<file path="src/rtl/seg_scan_driver.sv">
// Two-digit seven-segment scan driver.
// Time-multiplexes a {tens, ones} active-low segment pair onto one shared
// segment bus with per-digit anode enables. Each digit slot opens with a
// ghost-blanking window; whole slots can be blanked by blink or by
// tens-zero suppression. The displayed pattern is latched only at the end
// of each frame so that an update never tears across the two digits.
module seg_scan_driver #(
  parameter int unsigned REFRESH_DIV = 50000,
  parameter int unsigned BLANK_CYC   = 500,
  parameter int unsigned BLINK_DIV   = 25000000
) (
  input  logic        clk,
  input  logic        rst,
  input  logic [13:0] seg_in,
  input  logic        blink_en,
  input  logic        lz_blank,
  output logic [6:0]  seg_out,
  output logic [1:0]  an_out,
  output logic        frame_done
);

  localparam int unsigned CNT_W = (REFRESH_DIV > 1) ? $clog2(REFRESH_DIV) : 1;
  localparam int unsigned BLK_W = (BLINK_DIV > 1) ? $clog2(BLINK_DIV) : 1;

  localparam logic [CNT_W-1:0] SLOT_LAST  = CNT_W'(REFRESH_DIV - 1);
  localparam logic [CNT_W-1:0] BLANK_END  = CNT_W'(BLANK_CYC);
  localparam logic [BLK_W-1:0] BLINK_LAST = BLK_W'(BLINK_DIV - 1);

  localparam logic [6:0] SEG_DARK = 7'h7F;
  localparam logic [6:0] ZERO_PAT = 7'b0000001;

  typedef enum logic {DIG_TENS, DIG_ONES} digit_e;
  typedef enum logic {PH_ON, PH_OFF} phase_e;

  logic [CNT_W-1:0] cnt_q, cnt_d;
  digit_e           digit_q, digit_d;
  logic [BLK_W-1:0] blk_cnt_q, blk_cnt_d;
  phase_e           phase_q, phase_d;
  logic [13:0]      shadow_q, shadow_d;
  logic             slot_off_q, slot_off_d;
  logic [6:0]       seg_q, seg_d;
  logic [1:0]       an_q, an_d;
  logic             fd_q, fd_d;

  logic slot_start;
  logic slot_last;
  logic capture;

  // Next-state: slot timing, blink timing, frame capture and output decode.
  always_comb begin
    slot_start = (cnt_q == '0);
    slot_last  = (cnt_q == SLOT_LAST);

    cnt_d   = slot_last ? '0 : cnt_q + 1'b1;
    digit_d = digit_q;
    if (slot_last) begin
      digit_d = (digit_q == DIG_TENS) ? DIG_ONES : DIG_TENS;
    end

    blk_cnt_d = blk_cnt_q + 1'b1;
    phase_d   = phase_q;
    if (blk_cnt_q == BLINK_LAST) begin
      blk_cnt_d = '0;
      phase_d   = (phase_q == PH_ON) ? PH_OFF : PH_ON;
    end

    capture  = slot_last && (digit_q == DIG_ONES);
    shadow_d = capture ? seg_in : shadow_q;
    fd_d     = capture;

    // Whole-slot blanking decision is taken at slot start and held for the
    // slot; at count 0 the fresh decision is used directly so BLANK_CYC=0
    // still honours it on the first cycle of the slot.
    slot_off_d = slot_off_q;
    if (slot_start) begin
      slot_off_d = ((digit_q == DIG_TENS) && lz_blank && (shadow_q[13:7] == ZERO_PAT))
                || (blink_en && (phase_q == PH_OFF));
    end

    seg_d = SEG_DARK;
    an_d  = 2'b11;
    if (!(cnt_q < BLANK_END) && !slot_off_d) begin
      if (digit_q == DIG_TENS) begin
        an_d  = 2'b10;
        seg_d = shadow_q[13:7];
      end else begin
        an_d  = 2'b01;
        seg_d = shadow_q[6:0];
      end
    end
  end

  // State and registered outputs.
  always_ff @(posedge clk or posedge rst) begin
    if (rst) begin
      cnt_q      <= '0;
      digit_q    <= DIG_TENS;
      blk_cnt_q  <= '0;
      phase_q    <= PH_ON;
      shadow_q   <= '1;
      slot_off_q <= 1'b0;
      seg_q      <= SEG_DARK;
      an_q       <= 2'b11;
      fd_q       <= 1'b0;
    end else begin
      cnt_q      <= cnt_d;
      digit_q    <= digit_d;
      blk_cnt_q  <= blk_cnt_d;
      phase_q    <= phase_d;
      shadow_q   <= shadow_d;
      slot_off_q <= slot_off_d;
      seg_q      <= seg_d;
      an_q       <= an_d;
      fd_q       <= fd_d;
    end
  end

  assign seg_out    = seg_q;
  assign an_out     = an_q;
  assign frame_done = fd_q;

endmodule

</file>
<file path="config.mk">
export PLATFORM = sky130hd
export DESIGN_NAME = seg_scan_driver
export DESIGN_NICKNAME = d
export VERILOG_FILES = /design/src/rtl/seg_scan_driver.sv
export SDC_FILE = /design/constraint.sdc
export NUM_CORES = 1
export LEC_CHECK = 0
export BUFFER_PORTS_ARGS = -buffer_cell sky130_fd_sc_hd__buf_2
export CORE_AREA = 2 2 74 83
export DETAILED_ROUTE_END_ITERATION = 16
export DIE_AREA = 0 0 76 85
export GPL_ROUTABILITY_DRIVEN = 0
export PLACE_DENSITY = 0.85
export SETUP_SLACK_MARGIN = 0.2
export SYNTH_ARGS = -nofsm -noshare
export SYNTH_HDL_FRONTEND = slang
export SYNTH_SLANG_ARGS = --single-unit
</file>
<file path="constraint.sdc">
create_clock -name clk -period 5.6 [get_ports clk]
set_input_delay 1.12 -clock clk [delete_from_list [all_inputs] [get_ports clk]]
set_output_delay 1.12 -clock clk [all_outputs]
set_load 0.02 [all_outputs]
</file>
==> flow_summary_export.csv, run 1 <==
group,metric,value,unit
run_status,status,"finished, final reports clean",
timing,hold_violations,0,
cts,clk_latency,0.36,ns
timing,rsz0062_at_grt,"no",
pwr,p_comb_share,1.7,%
global_routing,grt.met2_usage,30.68,%
logic_synthesis,postSynth.asyncResetShare,100.0,%
worst_setup_path,arrival,2.53,ns
pwr,peakVddDrop,177.9,uV
cts,clk_pin_slew,0.08,ns
cts,cts_tree,"built",
timing,period_share,40.04,%
detailed_routing,drtPass1Iterations,4,
pwr,p_switching,0.0002202,W
logic_synthesis,synth_flop_cell,"dfrtp_1",
logic_synthesis,yosysUniqueCellTypes,41,
logic_synthesis,synth_edf_count,0,
detailed_routing,drt_wl_total,5514,um
worst_setup_path,worst_setup_path_end_kind,"register",
logic_synthesis,synth_seq_cells,68,
worst_setup_path,crit_path_start_kind,"register",
final_layout,fin_util,62.14,%
global_routing,grt_pass1_vias,2072,
logic_synthesis,synth_area,0.003093,mm2
place,io_buffers,27,
cts,cts_resized,0,
floorplan,die-area,0.006460,mm2
timing,fmax,0.4460,GHz
global_routing,busiest_layer,"met2",
global_routing,antenna_found_initial,0,
final_layout,layout-drive-gt1-share,29.14,%
place,dpl_cell_area,0.003291,mm2
detailed_routing,drtIter0Drc,204,
final_layout,fin_cells,379,
pwr,power_density,266.0,mW/mm2
pwr,leakagePower,1.497,nW
final_layout,n_fill_cell,427,
timing,maxSlewHeadroom,38.15,%
floorplan,core,0.005624,mm2
detailed_routing,vias,2093,
final_layout,antenna_cells,0,
global_routing,grt_max_degree,69,
cts,ctsHoldBuffers,0,
timing,tightest_slew,0.9208,ns
cts,h-tree-depth,3,
global_routing,grtUsageMet1,23.70,%
timing,fin_tns_setup,0,ns
logic_synthesis,synth.avg_cell_area,11.58,um2
detailed_routing,drc,0,
floorplan,initial_core_util,54.99,%
final_layout,final_area,0.003495,mm2
detailed_routing,drtAntennaViolNets,0,
final_layout,nets,318,
global_routing,grt.overflow.total,0,
logic_synthesis,synth_warnings,0,
final_layout,layout_common_cells,"dfrtp_1 (45), nor2_1 (27), buf_2 (27), dfstp_2 (23), nand3_1 (19)",
worst_setup_path,path_cells,"ha_1 > nand3_1 > nor3_1 > and3_1 > mux2_2",
logic_synthesis,synth_seq_area_share,55.95,%
worst_setup_path,path_class,"reg2reg",
pwr,pwr-share-seq,52.9,%
floorplan,io_pins,28,
global_routing,grt_use_met3,6.489,%
timing,finClkSkew,0.01728,ns
pwr,p_clk_share,45.4,%
run,cap_violations,0,
logic_synthesis,syn-instance-count,267,
final_layout,final_common_cell,"dfrtp_1",
floorplan,std_cell_rows,29,
floorplan,die_h,85,um
final_layout,regArea,0.001730,mm2
worst_setup_path,timing.critical_path.slowest_cell_delay,0.68,ns
worst_hold_path,hp-class,"reg2reg",
logic_synthesis,syn_nets,288,
detailed_routing,wire_per_inst,14.55,um
final_layout,area_growth_syn_to_layout,12.99,%
cts,cts_setup_buffers,0,
timing,finalSetupViolCount,0,
place,placed_cells,363,
worst_setup_path,path_max_fanout,15,
pwr,p_int,0.0007095,W
cts,cts_made_buffers,9,
worst_setup_path,cp.required,5.88,ns
floorplan,fp.dieW,76,um
global_routing,grtUsageTotal,18.88,%
cts,clock-sinks,68,
timing,final_max_slew_viol_count,0,
detailed_routing,viasPerCell,5.522,
cts,root_buffer,"clkbuf_8",
cts,clock_path_buffers,2,
worst_setup_path,crit_slowest_cell,"and3_1",
place,dp_hpwl,3729,um
pwr,switching_share,23.69,%
timing,fin_crit,2.242,ns
global_routing,grt_pass1_wl,9625,um
final_layout,multi_input_area,0.001295,mm2
## flip-flops by register name (all words and copies together) (netlist names)
register    count
blk_cnt_q      25
cnt_q          16
shadow_q       14
seg_out         7
an_out          2
digit_q         1
frame_done      1
phase_q         1
slot_off_q      1
## synth_stat cells (5+ instances only)
| library cell | count | area share, % |
|---|---|---|
| xor2_1 | 17 | 4.8 |
| nand2_1 | 11 | 1.3 |
| mux2i_1 | 10 | 3.2 |
| nor2_1 | 27 | 3.3 |
| and4_1 | 5 | 1.4 |
| nor3_1 | 9 | 1.5 |
| nand3_1 | 19 | 3.1 |
| dfrtp_1 | 45 | 36 |
| clkbuf_1 | 5 | 0.61 |
| dfstp_2 | 23 | 20 |
| mux2_2 | 14 | 5.1 |
| inv_1 | 7 | 0.85 |
| xnor2_1 | 15 | 4.2 |
| nand4_1 | 10 | 2.0 |
| nor4_1 | 6 | 1.2 |
## critical path: cells and delay by family (launching register included)
| family | cells | cell delay [ns] |
|---|---|---|
| AND/OR/NAND/NOR | 3 | 1.14 |
| flip-flops | 1 | 0.40 |
| multiplexers | 1 | 0.41 |
| adder cells (fa/ha/maj) | 1 | 0.22 |
## worst paths after layout
| kind | from | endpoint | slack [ns] | depth (start not counted) |
|---|---|---|---|---|
| min | phase_q | phase_q | 0.48 | 1 |
| max reg2reg | cnt_q[0] | shadow_q[6] | 3.36 | 5 |
| min reg2reg | phase_q | phase_q | 0.48 | 1 |
| max in group asynchronous | rst | blk_cnt_q[12] | 4.08 | 3 |
| min in group asynchronous | rst | blk_cnt_q[20] | 0.99 | 3 |
| max | cnt_q[0] | shadow_q[6] | 3.36 | 5 |
## through the flow
stage | hold slack, ns | total power, W | setup slack [ns]
after floorplan | 0.4423 | 0.0005082 | 2.807
after global placement | 0.4616 | 0.0005172 | 3.339
after detailed placement | 0.4739 | 0.0005176 | 3.333
after CTS | 0.4830 | 0.0009357 | 3.355
after global routing | 0.5105 | 0.0009599 | 3.250
final | 0.4808 | 0.0009297 | 3.358
## logic make-up (layout without fill, tap and decap cells)
group | count (synthesis) | after routing | share of synthesized area [%]
compound gates | 14 | 14 | 2.994
fa+ha+maj | 3 | 3 | 1.214
mux | 24 | 24 | 8.333
buf+inv | 16 | 51 | 2.185
simple gates | 110 | 110 | 20.27
flops | 68 | 68 | 55.95
xor+xnor | 32 | 32 | 9.062
## power by group through the flow
stage                     Sequential (W)  Clock, W  Combinational (W)
after floorplan                 0.000501         0         0.00000767
after global placement          0.000501         0          0.0000167
after detailed placement        0.000501         0          0.0000170
final                           0.000492  0.000422          0.0000162
after global routing            0.000492  0.000449          0.0000192
after CTS                       0.000492  0.000427          0.0000171
## layout make-up
type | count | area share (%)
Multi-Input combinational cell | 183 | 37.06
Sequential cell | 68 | 49.52
Tap cell | 77 | 2.757
Clock inverter | 7 | 2.291
Inverter | 7 | 0.7519
Clock buffer | 9 | 3.545
Timing Repair Buffer | 28 | 4.082
## per-layer routing
layer / vias to the layer above / part of all wire [%]
met5: - / 0
met1: 1039 / 44
met4: 0 / 1.4
met2: 40 / 50
li1: 1004 / -
met3: 10 / 3.8
No activity file was read; power rests on OpenSTA's default activity.
==> run 2, diff against run 1 <==
Clock period 5.6 ns to 2.2 ns, I/O delays scaled along.
==> flow_summary_export.csv, run 2 (synthesized netlist as in run 1, its figures left out) <==
group,metric,value,unit
run,cap_violations,0,
detailed_routing,drtPass1Iterations,4,
place,dp_hpwl,3751,um
floorplan,die-area,0.006460,mm2
global_routing,grt_pass1_vias,2149,
final_layout,n_fill_cell,426,
worst_setup_path,path_class,"reg2reg",
worst_hold_path,hp-class,"in2async",
worst_setup_path,worst_setup_path_end_kind,"register",
final_layout,regMostFlops,"blk_cnt_q",
cts,ctsHoldBuffers,0,
detailed_routing,drc,0,
worst_setup_path,worstRegToRegCells,6,
floorplan,initial_core_util,54.99,%
detailed_routing,vias,2111,
timing,rsz0062_at_grt,"no",
floorplan,io_pins,28,
floorplan,fp.dieW,76,um
cts,clk_latency,0.34,ns
global_routing,grtUsageMet1,22.80,%
final_layout,layout-drive-gt1-share,31.39,%
timing,setup_ws,0.3341,ns
global_routing,grt_max_degree,69,
timing,fin_crit,1.866,ns
final_layout,largestRegisters,"blk_cnt_q: 25 flops, cnt_q: 16 flops, shadow_q: 14 flops",
timing,maxSlewHeadroom,49.75,%
timing,tightest_slew,0.7505,ns
final_layout,regArea,0.001730,mm2
timing,fin_tns_setup,0,ns
timing,finalSetupViolCount,0,
pwr,leakagePower,1.532,nW
global_routing,grt_pass1_wl,9597,um
worst_setup_path,crit_slowest_cell,"dfrtp_1",
pwr,power_density,657.1,mW/mm2
timing,hold_violations,0,
worst_setup_path,r2r_slack,0.33,ns
floorplan,die_h,85,um
final_layout,largest_reg_flops,25,
global_routing,grt.overflow.total,0,
timing,finClkSkew,0.01122,ns
detailed_routing,drtIter0Drc,155,
cts,clk_pin_slew,0.08,ns
cts,clock_path_buffers,2,
final_layout,nets,325,
timing,period_share,84.82,%
detailed_routing,drt_wl_total,5443,um
global_routing,grtUsageTotal,18.68,%
worst_setup_path,path_cells,"ha_1 > nand3_1 > nor3_2 > and3_1 > buf_4 > mux2_2",
global_routing,grt_use_met3,2.872,%
place,pre_cts_ws,0.2665,ns
cts,cts_made_buffers,9,
final_layout,layout_common_cells,"dfrtp_1 (45), nor2_1 (27), buf_2 (27), dfstp_2 (23), nand3_1 (19)",
worst_setup_path,path_buf_inv,1,
final_layout,final_common_cell,"dfrtp_1",
pwr,peakVddDrop,308.8,uV
worst_setup_path,path_max_fanout,15,
global_routing,busiest_layer,"met2",
worst_setup_path,r2r_end,"shadow_q[1]",
timing,final_max_slew_viol_count,0,
place,io_buffers,27,
global_routing,antenna_found_initial,0,
worst_setup_path,cp.required,2.47,ns
floorplan,std_cell_rows,29,
detailed_routing,wire_per_inst,14.10,um
worst_setup_path,arrival,2.14,ns
final_layout,area_growth_syn_to_layout,15.61,%
timing,holdWs,0.1683,ns
worst_setup_path,r2r-start,"cnt_q[0]",
cts,cts_tree,"built",
run_status,status,"finished, final reports clean",
worst_setup_path,crit_path_start_kind,"register",
detailed_routing,viasPerCell,5.469,
detailed_routing,drtAntennaViolNets,0,
timing,fmax,0.5359,GHz
floorplan,core,0.005624,mm2
global_routing,grt.met2_usage,32.55,%
cts,clock-sinks,68,
cts,root_buffer,"clkbuf_8",
final_layout,multi_input_area,0.001306,mm2
worst_setup_path,path_delay_family,"simple AND/OR/NAND/NOR gates",
final_layout,antenna_cells,0,
cts,h-tree-depth,3,
worst_setup_path,timing.critical_path.slowest_cell_delay,0.41,ns
==> run 2: cell count changes in the layout (fill, tap and decap cells not counted), sizes merged <==
cell	change
clkinvlp	+2
inv	-2
buf	+7
==> run 2: layer usage <==
layer / share of wire (%) / wire length (um)
met1: 44 / 2372
met2: 52 / 2807
met3: 3.4 / 187
met4: 1.4 / 75
met5: 0 / 0
==> run 2: final cells by class <==
| type | instances | share of cell area (%) |
|---|---|---|
| flip-flops and latches | 68 | 48.39 |
| multi-input cells | 183 | 36.53 |
| repair buffers | 35 | 5.808 |
| clock buffers | 9 | 3.464 |
| well taps | 77 | 2.694 |
| clock inverters | 7 | 2.274 |
| inverters | 7 | 0.8397 |
==> run 2: tightest hold or removal path, stage by stage <==
cell and delay (ns):
buf_2 0.11, clkinvlp_4 0.07, buf_12 0.30
==> run 2: per-stage QoR <==
| stage | std cells | cell area (um2) | total power [W] | util [%] |
|---|---|---|---|---|
| global route | 386 | 3576 | 0.002440 | 63.58 |
| detailed placement | 369 | 3352 | 0.001320 | 59.60 |
| finish | 386 | 3576 | 0.002350 | 63.58 |
| floorplan | 267 | 3097 | 0.001294 | - |
| CTS | 385 | 3557 | 0.002376 | 63.25 |
| global placement | 369 | 3352 | 0.001320 | 59.60 |
==> run 2: worst max path at each step <==
stage | start | end | slack, ns | cells after the start
after floorplan | cnt_q[0] | shadow_q[0] | 0.36 | 7
after global placement | cnt_q[12] | shadow_q[2] | 0.35 | 5
after detailed placement | cnt_q[0] | shadow_q[4] | 0.27 | 6
after CTS | cnt_q[0] | shadow_q[4] | 0.24 | 6
after global routing | cnt_q[0] | shadow_q[5] | 0.19 | 6
final | cnt_q[0] | shadow_q[1] | 0.33 | 6
==> run 2: what timing repair did <==
action                                  4_1_cts  5_1_grt
setup buffers                                 0        1
endpoints found under the setup margin        0       14
resized for setup                             0        2
==> run 2: power breakdown <==
part	switching (W)	internal, W	total [W]
Clock	0.000513	0.000541	0.00105
Sequential	0	0.00125	0.00125
Combinational	0.0000285	0.0000158	0.0000443
